## config.mk

```make
export PLATFORM = sky130hd
export DESIGN_NAME = mbist_sequencer
export DESIGN_NICKNAME = d
export VERILOG_FILES = /design/src/rtl/mbist_sequencer.sv
export SDC_FILE = /design/constraint.sdc
export NUM_CORES = 1
export LEC_CHECK = 0
export ABC_CLOCK_PERIOD_IN_PS = 3100
export BUFFER_PORTS_ARGS = -buffer_cell sky130_fd_sc_hd__buf_2
export CAP_MARGIN = 10
export CORE_MARGIN = 2
export CORE_UTILIZATION = 53
export DETAILED_ROUTE_END_ITERATION = 8
export MAX_ROUTING_LAYER = met4
export PLACE_DENSITY = 0.81
export REMOVE_ABC_BUFFERS = 1
export SLEW_MARGIN = 25
export SYNTH_ARGS = -nofsm -noshare
export SYNTH_HDL_FRONTEND = slang
export SYNTH_SLANG_ARGS = --single-unit
export TNS_END_PERCENT = 30
```

## constraint.sdc

```tcl
create_clock -name clk -period 3.1 [get_ports clk]
set_input_delay 0.62 -clock clk [delete_from_list [all_inputs] [get_ports clk]]
set_output_delay 0.62 -clock clk [all_outputs]
set_load 0.02 [all_outputs]
```

## src/rtl/mbist_sequencer.sv

```systemverilog
// rtl/mbist_sequencer.sv - reset/setup/run/status-shift initiator for one MBISTPG controller port group
// Optional status capture through BIST_SHIFT/SO is enabled by defining MBIST_SEQ_STATUS_SHIFT_EN.
module mbist_sequencer #(
  parameter int RST_CYCLES     = 8,
  parameter int SETUP_CYCLES   = 4,
  parameter int GO_SETTLE      = 4,
  parameter int TIMEOUT_CYCLES = 65536,
  parameter int STATUS_LEN     = 16
) (
  input  logic                  clk,
  input  logic                  rst_n,
  input  logic                  start_i,
  input  logic                  abort_i,
  output logic                  busy_o,
  output logic                  done_o,
  output logic                  pass_o,
  output logic                  timeout_o,
  output logic [STATUS_LEN-1:0] status_o,
  output logic                  mbistpg_en_o,
  output logic                  mbistpg_async_resetn_o,
  output logic                  mbistpg_mem_rst_o,
  output logic [1:0]            bist_setup_o,
  output logic                  bist_setup2_o,
  output logic                  bist_hold_o,
  output logic                  bist_shift_o,
  output logic                  bist_si_o,
  input  logic                  mbistpg_go_i,
  input  logic                  mbistpg_done_i,
  input  logic                  mbistpg_so_i
);

  // One counter serves every phase, so it must hold the longest phase length.
  localparam int MAX_RS  = (RST_CYCLES > SETUP_CYCLES) ? RST_CYCLES : SETUP_CYCLES;
  localparam int MAX_RSL = (MAX_RS > STATUS_LEN) ? MAX_RS : STATUS_LEN;
  localparam int CNT_MAX = (TIMEOUT_CYCLES > MAX_RSL) ? TIMEOUT_CYCLES : MAX_RSL;
  localparam int CW      = $clog2(CNT_MAX + 1);

  localparam logic [CW-1:0] RST_LAST   = CW'(RST_CYCLES - 1);
  localparam logic [CW-1:0] SETUP_LAST = CW'(SETUP_CYCLES - 1);
  localparam logic [CW-1:0] SETTLE_CNT = CW'(GO_SETTLE);
  localparam logic [CW-1:0] TMO_LAST   = CW'(TIMEOUT_CYCLES - 1);
  localparam logic [CW-1:0] CNT_SAT    = CW'(CNT_MAX);
`ifdef MBIST_SEQ_STATUS_SHIFT_EN
  localparam logic [CW-1:0] SHIFT_LAST = CW'(STATUS_LEN - 1);
`endif

  typedef enum logic [2:0] {
    S_IDLE   = 3'd0,
    S_RESET  = 3'd1,
    S_SETUP  = 3'd2,
    S_RUN    = 3'd3,
    S_SHIFT  = 3'd4,
    S_FINISH = 3'd5
  } state_t;

  state_t          state_q;
  state_t          state_d;
  logic [CW-1:0]   cnt_q;
  logic            fail_q;
  logic            accept;
  logic            abort_hit;
  logic            run_hit;
  logic            run_tmo;

  logic            busy_d;
  logic            done_d;
  logic            en_d;
  logic            arst_n_d;
  logic            mem_rst_d;
  logic [1:0]      setup_d;

  logic            busy_q;
  logic            done_q;
  logic            en_q;
  logic            arst_n_q;
  logic            mem_rst_q;
  logic [1:0]      setup_q;
  logic            pass_q;
  logic            timeout_q;

  assign accept = (state_q == S_IDLE) && start_i;

  // State register.
  always_ff @(posedge clk) begin
    if (!rst_n) begin
      state_q <= S_IDLE;
    end else begin
      state_q <= state_d;
    end
  end

  // Next-state selection plus decode of the registered controller pins from the next state.
  always_comb begin
    state_d   = state_q;
    run_hit   = 1'b0;
    run_tmo   = 1'b0;
    abort_hit = 1'b0;
    busy_d    = 1'b0;
    done_d    = 1'b0;
    en_d      = 1'b0;
    arst_n_d  = 1'b0;
    mem_rst_d = 1'b0;
    setup_d   = 2'b00;

    case (state_q)
      S_IDLE: begin
        if (start_i) state_d = S_RESET;
      end
      S_RESET: begin
        if (cnt_q == RST_LAST) state_d = S_SETUP;
      end
      S_SETUP: begin
        if (cnt_q == SETUP_LAST) state_d = S_RUN;
      end
      S_RUN: begin
        // DONE in the final allowed cycle still counts as a completed run.
        if (mbistpg_done_i) begin
          run_hit = 1'b1;
`ifdef MBIST_SEQ_STATUS_SHIFT_EN
          state_d = S_SHIFT;
`else
          state_d = S_FINISH;
`endif
        end else if (cnt_q == TMO_LAST) begin
          run_tmo = 1'b1;
          state_d = S_FINISH;
        end
      end
`ifdef MBIST_SEQ_STATUS_SHIFT_EN
      S_SHIFT: begin
        if (cnt_q == SHIFT_LAST) state_d = S_FINISH;
      end
`endif
      S_FINISH: begin
        state_d = S_IDLE;
      end
      default: begin
        state_d = S_IDLE;
      end
    endcase

    // Abort beats every other transition and discards any result from this cycle.
    if (abort_i && (state_q != S_IDLE)) begin
      abort_hit = 1'b1;
      run_hit   = 1'b0;
      run_tmo   = 1'b0;
      state_d   = S_IDLE;
    end

    busy_d = (state_d != S_IDLE);
    case (state_d)
      S_RESET: begin
        mem_rst_d = 1'b1;
      end
      S_SETUP: begin
        arst_n_d = 1'b1;
        setup_d  = 2'b01;
      end
      S_RUN: begin
        arst_n_d = 1'b1;
        setup_d  = 2'b10;
        en_d     = 1'b1;
      end
      S_SHIFT: begin
        arst_n_d = 1'b1;
        en_d     = 1'b1;
      end
      S_FINISH: begin
        done_d = 1'b1;
      end
      default: begin
        busy_d = busy_d;
      end
    endcase
  end

  // Registered controller pins and status flags.
  always_ff @(posedge clk) begin
    if (!rst_n) begin
      busy_q    <= 1'b0;
      done_q    <= 1'b0;
      en_q      <= 1'b0;
      arst_n_q  <= 1'b0;
      mem_rst_q <= 1'b0;
      setup_q   <= 2'b00;
    end else begin
      busy_q    <= busy_d;
      done_q    <= done_d;
      en_q      <= en_d;
      arst_n_q  <= arst_n_d;
      mem_rst_q <= mem_rst_d;
      setup_q   <= setup_d;
    end
  end

  // Phase counter restarts on each state entry; sticky GO failure tracked over the run.
  always_ff @(posedge clk) begin
    if (!rst_n) begin
      cnt_q  <= '0;
      fail_q <= 1'b0;
    end else begin
      if ((state_d != state_q) || (state_q == S_IDLE)) begin
        cnt_q <= '0;
      end else if (cnt_q != CNT_SAT) begin
        cnt_q <= cnt_q + CW'(1);
      end
      if (state_q == S_IDLE) begin
        fail_q <= 1'b0;
      end else if ((state_q == S_RUN) && (cnt_q >= SETTLE_CNT) && !mbistpg_go_i) begin
        fail_q <= 1'b1;
      end
    end
  end

  // Result flags: cleared on a new start or an abort, latched when the run ends.
  always_ff @(posedge clk) begin
    if (!rst_n || accept || abort_hit) begin
      pass_q    <= 1'b0;
      timeout_q <= 1'b0;
    end else if (run_hit) begin
      pass_q    <= mbistpg_go_i & ~fail_q;
      timeout_q <= 1'b0;
    end else if (run_tmo) begin
      pass_q    <= 1'b0;
      timeout_q <= 1'b1;
    end
  end

`ifdef MBIST_SEQ_STATUS_SHIFT_EN
  logic [STATUS_LEN-1:0] status_q;
  logic                  shift_q;

  // Shift-enable pin, high exactly while in SHIFT.
  always_ff @(posedge clk) begin
    if (!rst_n) begin
      shift_q <= 1'b0;
    end else begin
      shift_q <= (state_d == S_SHIFT);
    end
  end

  // Capture SO LSB first: the k-th shift cycle lands in bit k.
  always_ff @(posedge clk) begin
    if (!rst_n || accept || abort_hit) begin
      status_q <= '0;
    end else if (state_q == S_SHIFT) begin
      for (int k = 0; k < STATUS_LEN; k++) begin
        if (cnt_q == CW'(k)) status_q[k] <= mbistpg_so_i;
      end
    end
  end

  assign status_o     = status_q;
  assign bist_shift_o = shift_q;
`else
  logic unused_so;
  assign unused_so    = mbistpg_so_i;
  assign status_o     = '0;
  assign bist_shift_o = 1'b0;
`endif

  assign busy_o                 = busy_q;
  assign done_o                 = done_q;
  assign pass_o                 = pass_q;
  assign timeout_o              = timeout_q;
  assign mbistpg_en_o           = en_q;
  assign mbistpg_async_resetn_o = arst_n_q;
  assign mbistpg_mem_rst_o      = mem_rst_q;
  assign bist_setup_o           = setup_q;
  assign bist_setup2_o          = 1'b0;
  assign bist_hold_o            = 1'b0;
  assign bist_si_o              = 1'b0;

endmodule

```

== Yosys cells after proc, flatten, opt, wreduce, memory -nomap -nowiden ==
Index checks and enable logic that the tools add are counted.

* Add/subtract/negate cells: 1
* Reductions and logical operators: 18
* Mux-type cells: 22
* Bitwise gates (word level): 3
* $lt $le $gt $ge: 1
* Equality and inequality tests: 13

{| class="wikitable"
|+ Operators by type and width
! kind !! count
|-
| 3-bit two-way mux || 6
|-
| 17-bit by 1-bit adder with 17-bit output (second input constant) || 1
|-
| 17-bit by 16-bit equality test with 1-bit output (second input constant) || 1
|-
| 17-bit by 2-bit equality test with 1-bit output (second input constant) || 1
|-
| 17-bit by 3-bit equality test with 1-bit output (second input constant) || 1
|-
| 17-bit by 3-bit >= comparator with 1-bit output (second input constant) || 1
|-
| 17-bit inequality test (second input constant) || 1
|-
| 1-bit two-way mux || 14
|-
| 3-bit by 2-bit equality test with 1-bit output (second input constant) || 4
|-
| 3-bit case mux with 4 select lines || 1
|-
| 2-bit OR reduction || 4
|-
| 3-bit by 1-bit equality test with 1-bit output (second input constant) || 2
|-
| 3-bit equality test (second input constant) || 2
|-
| 3-bit nonzero test || 2
|-
| 1-bit logical AND || 4
|-
| 2-bit case mux with 2 select lines || 1
|-
| 3-bit zero test || 1
|-
| 1-bit logical OR || 3
|-
| 3-bit inequality test || 1
|-
| 3-bit OR reduction || 1
|-
| 1-bit zero test || 2
|-
| 1-bit inverter || 2
|-
| 2-bit nonzero test || 1
|-
| 1-bit AND || 1
|}

* Output and inout port bits: 29
* Register bits after elaboration: 30
* Bits of input ports: 7

== Longest topological paths before layout ==
* Depth in word-level cells: 8
* Gate-level depth with buffers: 12
* Depth with buffers taken out: 11

== Least setup slack after synthesis ==
OpenSTA, ideal clock, no wires.

* Path type: reg-to-reg
* Start point: register cnt_q[9]
* End point: register busy_q, in the netlist busy_o
* Arrival: 2.113 ns
* Slack: 0.867 ns
* Data required time: 2.980 ns
* Cell stages (with the launch flop): 6
* Library setup time: 0.120 ns
* Period minus slack after synthesis: 2.233 ns
* Cell sequence: dfxtp_1 > or4_4 > or3_4 > or3_4 > a211o_1 > or2_1

* Cells in the longest elaborated chain, start to end: 6

{| class="wikitable"
|+ Ends and longest elaborated chain
! item !! line !! source
|-
| start, declared || 58 || <nowiki>logic [CW-1:0] cnt_q;</nowiki>
|-
| start signal, assigned || 205 || <nowiki>cnt_q <= cnt_q + CW'(1);</nowiki>
|-
| 17-bit by 16-bit equality test with 1-bit output || 124 || <nowiki>end else if (cnt_q == TMO_LAST) begin</nowiki>
|-
| 3-bit two-way mux || 124 ||
|-
| 3-bit two-way mux || 117 || <nowiki>if (mbistpg_done_i) begin</nowiki>
|-
| 3-bit case mux with 4 select lines (*) || 105 || <nowiki>case (state_q)</nowiki>
|-
| 3-bit two-way mux (*) || 143 || <nowiki>if (abort_i && (state_q != S_IDLE)) begin</nowiki>
|-
| 3-bit nonzero test (*) || 150 || <nowiki>busy_d = (state_d != S_IDLE);</nowiki>
|-
| end signal, assigned || 187 || <nowiki>busy_q <= busy_d;</nowiki>
|-
| end, declared || 72 || <nowiki>logic busy_q;</nowiki>
|}

Mark *: on every way between the ends. The rest lies on a longest branch, timed or not.
A chain may end at the register's enable or synchronous reset.

== Worst setup path in the final report ==
* Start point: register cnt_q[9]
* End point: register cnt_q[6]

* Cells in the longest elaborated chain, start to end: 8

{| class="wikitable"
|+ Ends and longest elaborated chain
! item !! line !! source
|-
| 17-bit by 16-bit equality test with 1-bit output || 124 ||
|-
| 3-bit two-way mux || 124 ||
|-
| 3-bit two-way mux || 117 ||
|-
| 3-bit case mux with 4 select lines || 105 ||
|-
| 3-bit two-way mux || 143 ||
|-
| 3-bit inequality test || 202 || <nowiki>if ((state_d != state_q) || (state_q == S_IDLE)) begin</nowiki>
|-
| 1-bit logical OR || 202 ||
|-
| 2-bit OR reduction (no source line) || n/a ||
|}

Parallel ways exist; a longest one is shown, timed or not.

==> results.cfg <==
[routing]
viasPerCell = 5.31
first_iter_violations = 36
antenna_left = 0
drc = 0
wire_per_inst_um = 12.1
first_pass_iters = 4
finalWirelength_um = 2760
num_vias = 1210

[power]
p_seq_share_pct = 57.4
powerDensity_nw_per_um2 = 420
intPower_mw = 0.512
p_sw_mw = 0.172
peakVddDrop_mv = 0.332
leakage_nw = 0.696
p_clk_share_pct = 34.7
p_comb_share_pct = 7.9
p_sw_share_pct = 25.2
p_total_mw = 0.684

[floorplanning]
initial_core_util_pct = 56.3
die_x_um = 58.1
die_y_um = 58.1
placementRows = 19
io_pins = 36
die-area_um2 = 3380
fp.coreArea_um2 = 2760

[worst_setup_path]
worstSetupPathType = flip-flop to flip-flop
crit_arrival_ns = 2.70
cp.required_ns = 3.28
regToRegEndpoint = cnt_q[6]
cp-end-kind = flip-flop
worstSetupStartpointType = flip-flop
rrSetupSlack_ns = 0.58
path_max_fanout = 17
r2r_start = cnt_q[9]
rr_worst_depth = 5

[global_routing]
grt_max_degree = 18
antenna_found_initial = 0
grtUsageTotal_pct = 18.5
grt-ovfl-total = 0
grt_first_pass_wirelength_um = 4600
grt_pass1_vias = 1094

[sta]
worst_pin_slew_ns = 0.714
slew_violations = 0
max_freq_mhz = 397
finalHoldViolCount = 0
slew_headroom_pct = 52.3
rsz0062_at_grt = no
fin_tns_setup_ns = 0
final.min_clock_period_ns = 2.52
period_share_pct = 81.3
fin_skew_ns = 0.0134
setup_viol = 0

[placed_design]
dp_cells = 220
hpwl_um = 2060
finalWeightedCongestion = 0.810
io_buffers = 14

[synth]
ys_seq_area_share_pct = 38.7
ys_types = 41
yosys_warnings = 0
synth_cells = 179
syn_avg_cell_area_um2 = 8.67
ys.flop_type = dfxtp_1
synth_top_area_share_pct = 38.7
yosys-top-cells-area = dfxtp_1, buf_4, nor2_1, xor2_1, nand2_1
synth.top_cells.by_count = dfxtp_1, nor2_1, buf_4, nand2_1, xor2_1
yosysMostFrequentCell = dfxtp_1
synthArstFlopShare_pct = 0
synth_enable_flop_cells = 0
synth_top_area_cell = dfxtp_1
ys_ff_latch = 30
netlist_area_um2 = 1550

[cts]
cts_setup_buffers = 0
clock_latency_ns = 0.33
cts_resized = 0
clk_pin_slew_ns = 0.10
clock-sinks = 30
cts_buffers = 5
cts_buffer_depth = 2
tritoncts = done
root_buffer = clkbuf_4
cts_max_level = 2
hold_buffers = 0

[worst_hold_path]
hp-start = pass_o
holdPathStages = 2
hold_end = pass_o
min_path_type = flip-flop to flip-flop

[layout]
fin_cells = 228
antenna_cells = 0
final_nets = 206
drive_gt1_share_pct = 15.7
syn_to_final_growth_pct = 4.84
fillers = 253
post-route-util_pct = 59.0

[outcome]
status = complete, no violations

[job]
max_cap_violations = 0
==> critical path: stages, from the launching register on <==
cell and delay, ns:
dfxtp_1 0.34, or4_4 0.55, or3_4 0.40, or3_4 0.38
o211ai_2 0.58, nor2_1 0.11
==> placed cells by master, fill, tap and decap left out, drive strengths merged, types with 3 or more instances in the layout <==
cell    instances
a21oi           8
and3            7
buf            14
clkbuf          7
conb           20
dfxtp          30
ha              3
inv             5
nand2          14
nand2b          3
nand3           5
nand4           3
nor2           27
o21ai           3
or3             4
or4             4
xnor2           6
xor2            8
==> cell type report <==
type                       instances  area (um^2)  area share, %
clock buffer                       7         55.1           3.38
clock inverter                     1         5.00          0.308
inverter                           5         18.8           1.15
multi-input combinational        140          838           51.5
sequential                        30          601           36.9
tap                               31         38.8           2.38
timing repair buffer              14         70.1           4.31
==> metrics by stage <==
stage	setup slack [ns]	hold slack (ns)	instance area [um^2]
global placement	0.667	0.437	1570
floorplan	0.853	0.464	1460
finish	0.579	0.473	1630
CTS	0.566	0.476	1630
global route	0.299	0.498	1630
detailed placement	0.581	0.463	1570
==> kinds of logic (layout without fill, tap and decap cells) <==
kind of cell	Yosys count	after routing	synth area share, %
buffers and inverters	28	27	11.9
AND/OR/NAND/NOR	83	83	29.8
adder cells (fa/ha/maj)	3	3	2.42
other	1	20	0.242
multiplexers	2	2	1.29
AO/OA/AOI/OAI	18	18	7.82
flip-flops	30	30	38.7
XOR/XNOR	14	14	7.90
==> flip-flops by register name (all words and copies together) (netlist names) <==
signal / count
cnt_q: 17
bist_setup_o: 2
busy_o: 1
done_o: 1
fail_q: 1
pass_o: 1
state_q: 3
mbistpg_async_resetn_o: 1
mbistpg_mem_rst_o: 1
timeout_o: 1
mbistpg_en_o: 1
==> how the worst max path moves through the flow <==
stage	startpoint	end
floorplan	cnt_q[9]	cnt_q[0]
global placement	cnt_q[9]	cnt_q[5]
detailed placement	cnt_q[8]	cnt_q[4]
CTS	cnt_q[9]	cnt_q[6]
global route	cnt_q[0]	cnt_q[7]
finish	cnt_q[9]	cnt_q[6]
==> layer usage <==
metal | routed length (um) | up-vias | global-route usage (%)
met4 | 26 | 0 | 6.98
met5 | 0 | - | -
met1 | 1190 | 560 | 19.7
met3 | 165 | 4 | 6.03
li1 | - | 606 | -
met2 | 1380 | 40 | 31.7
==> power groups by stage <==
| stage | registers (mW) | logic [mW] | clock network [mW] |
|---|---|---|---|
| 2_1_floorplan | 0.404 | 0.0390 | 0 |
| 5_1_grt | 0.393 | 0.0588 | 0.264 |
| 3_3_place_gp | 0.401 | 0.0524 | 0 |
| 3_5_place_dp | 0.401 | 0.0531 | 0 |
| 4_1_cts | 0.392 | 0.0534 | 0.243 |
| 6_report | 0.392 | 0.0539 | 0.237 |
Note: power is estimated with default switching activity, not from simulation.
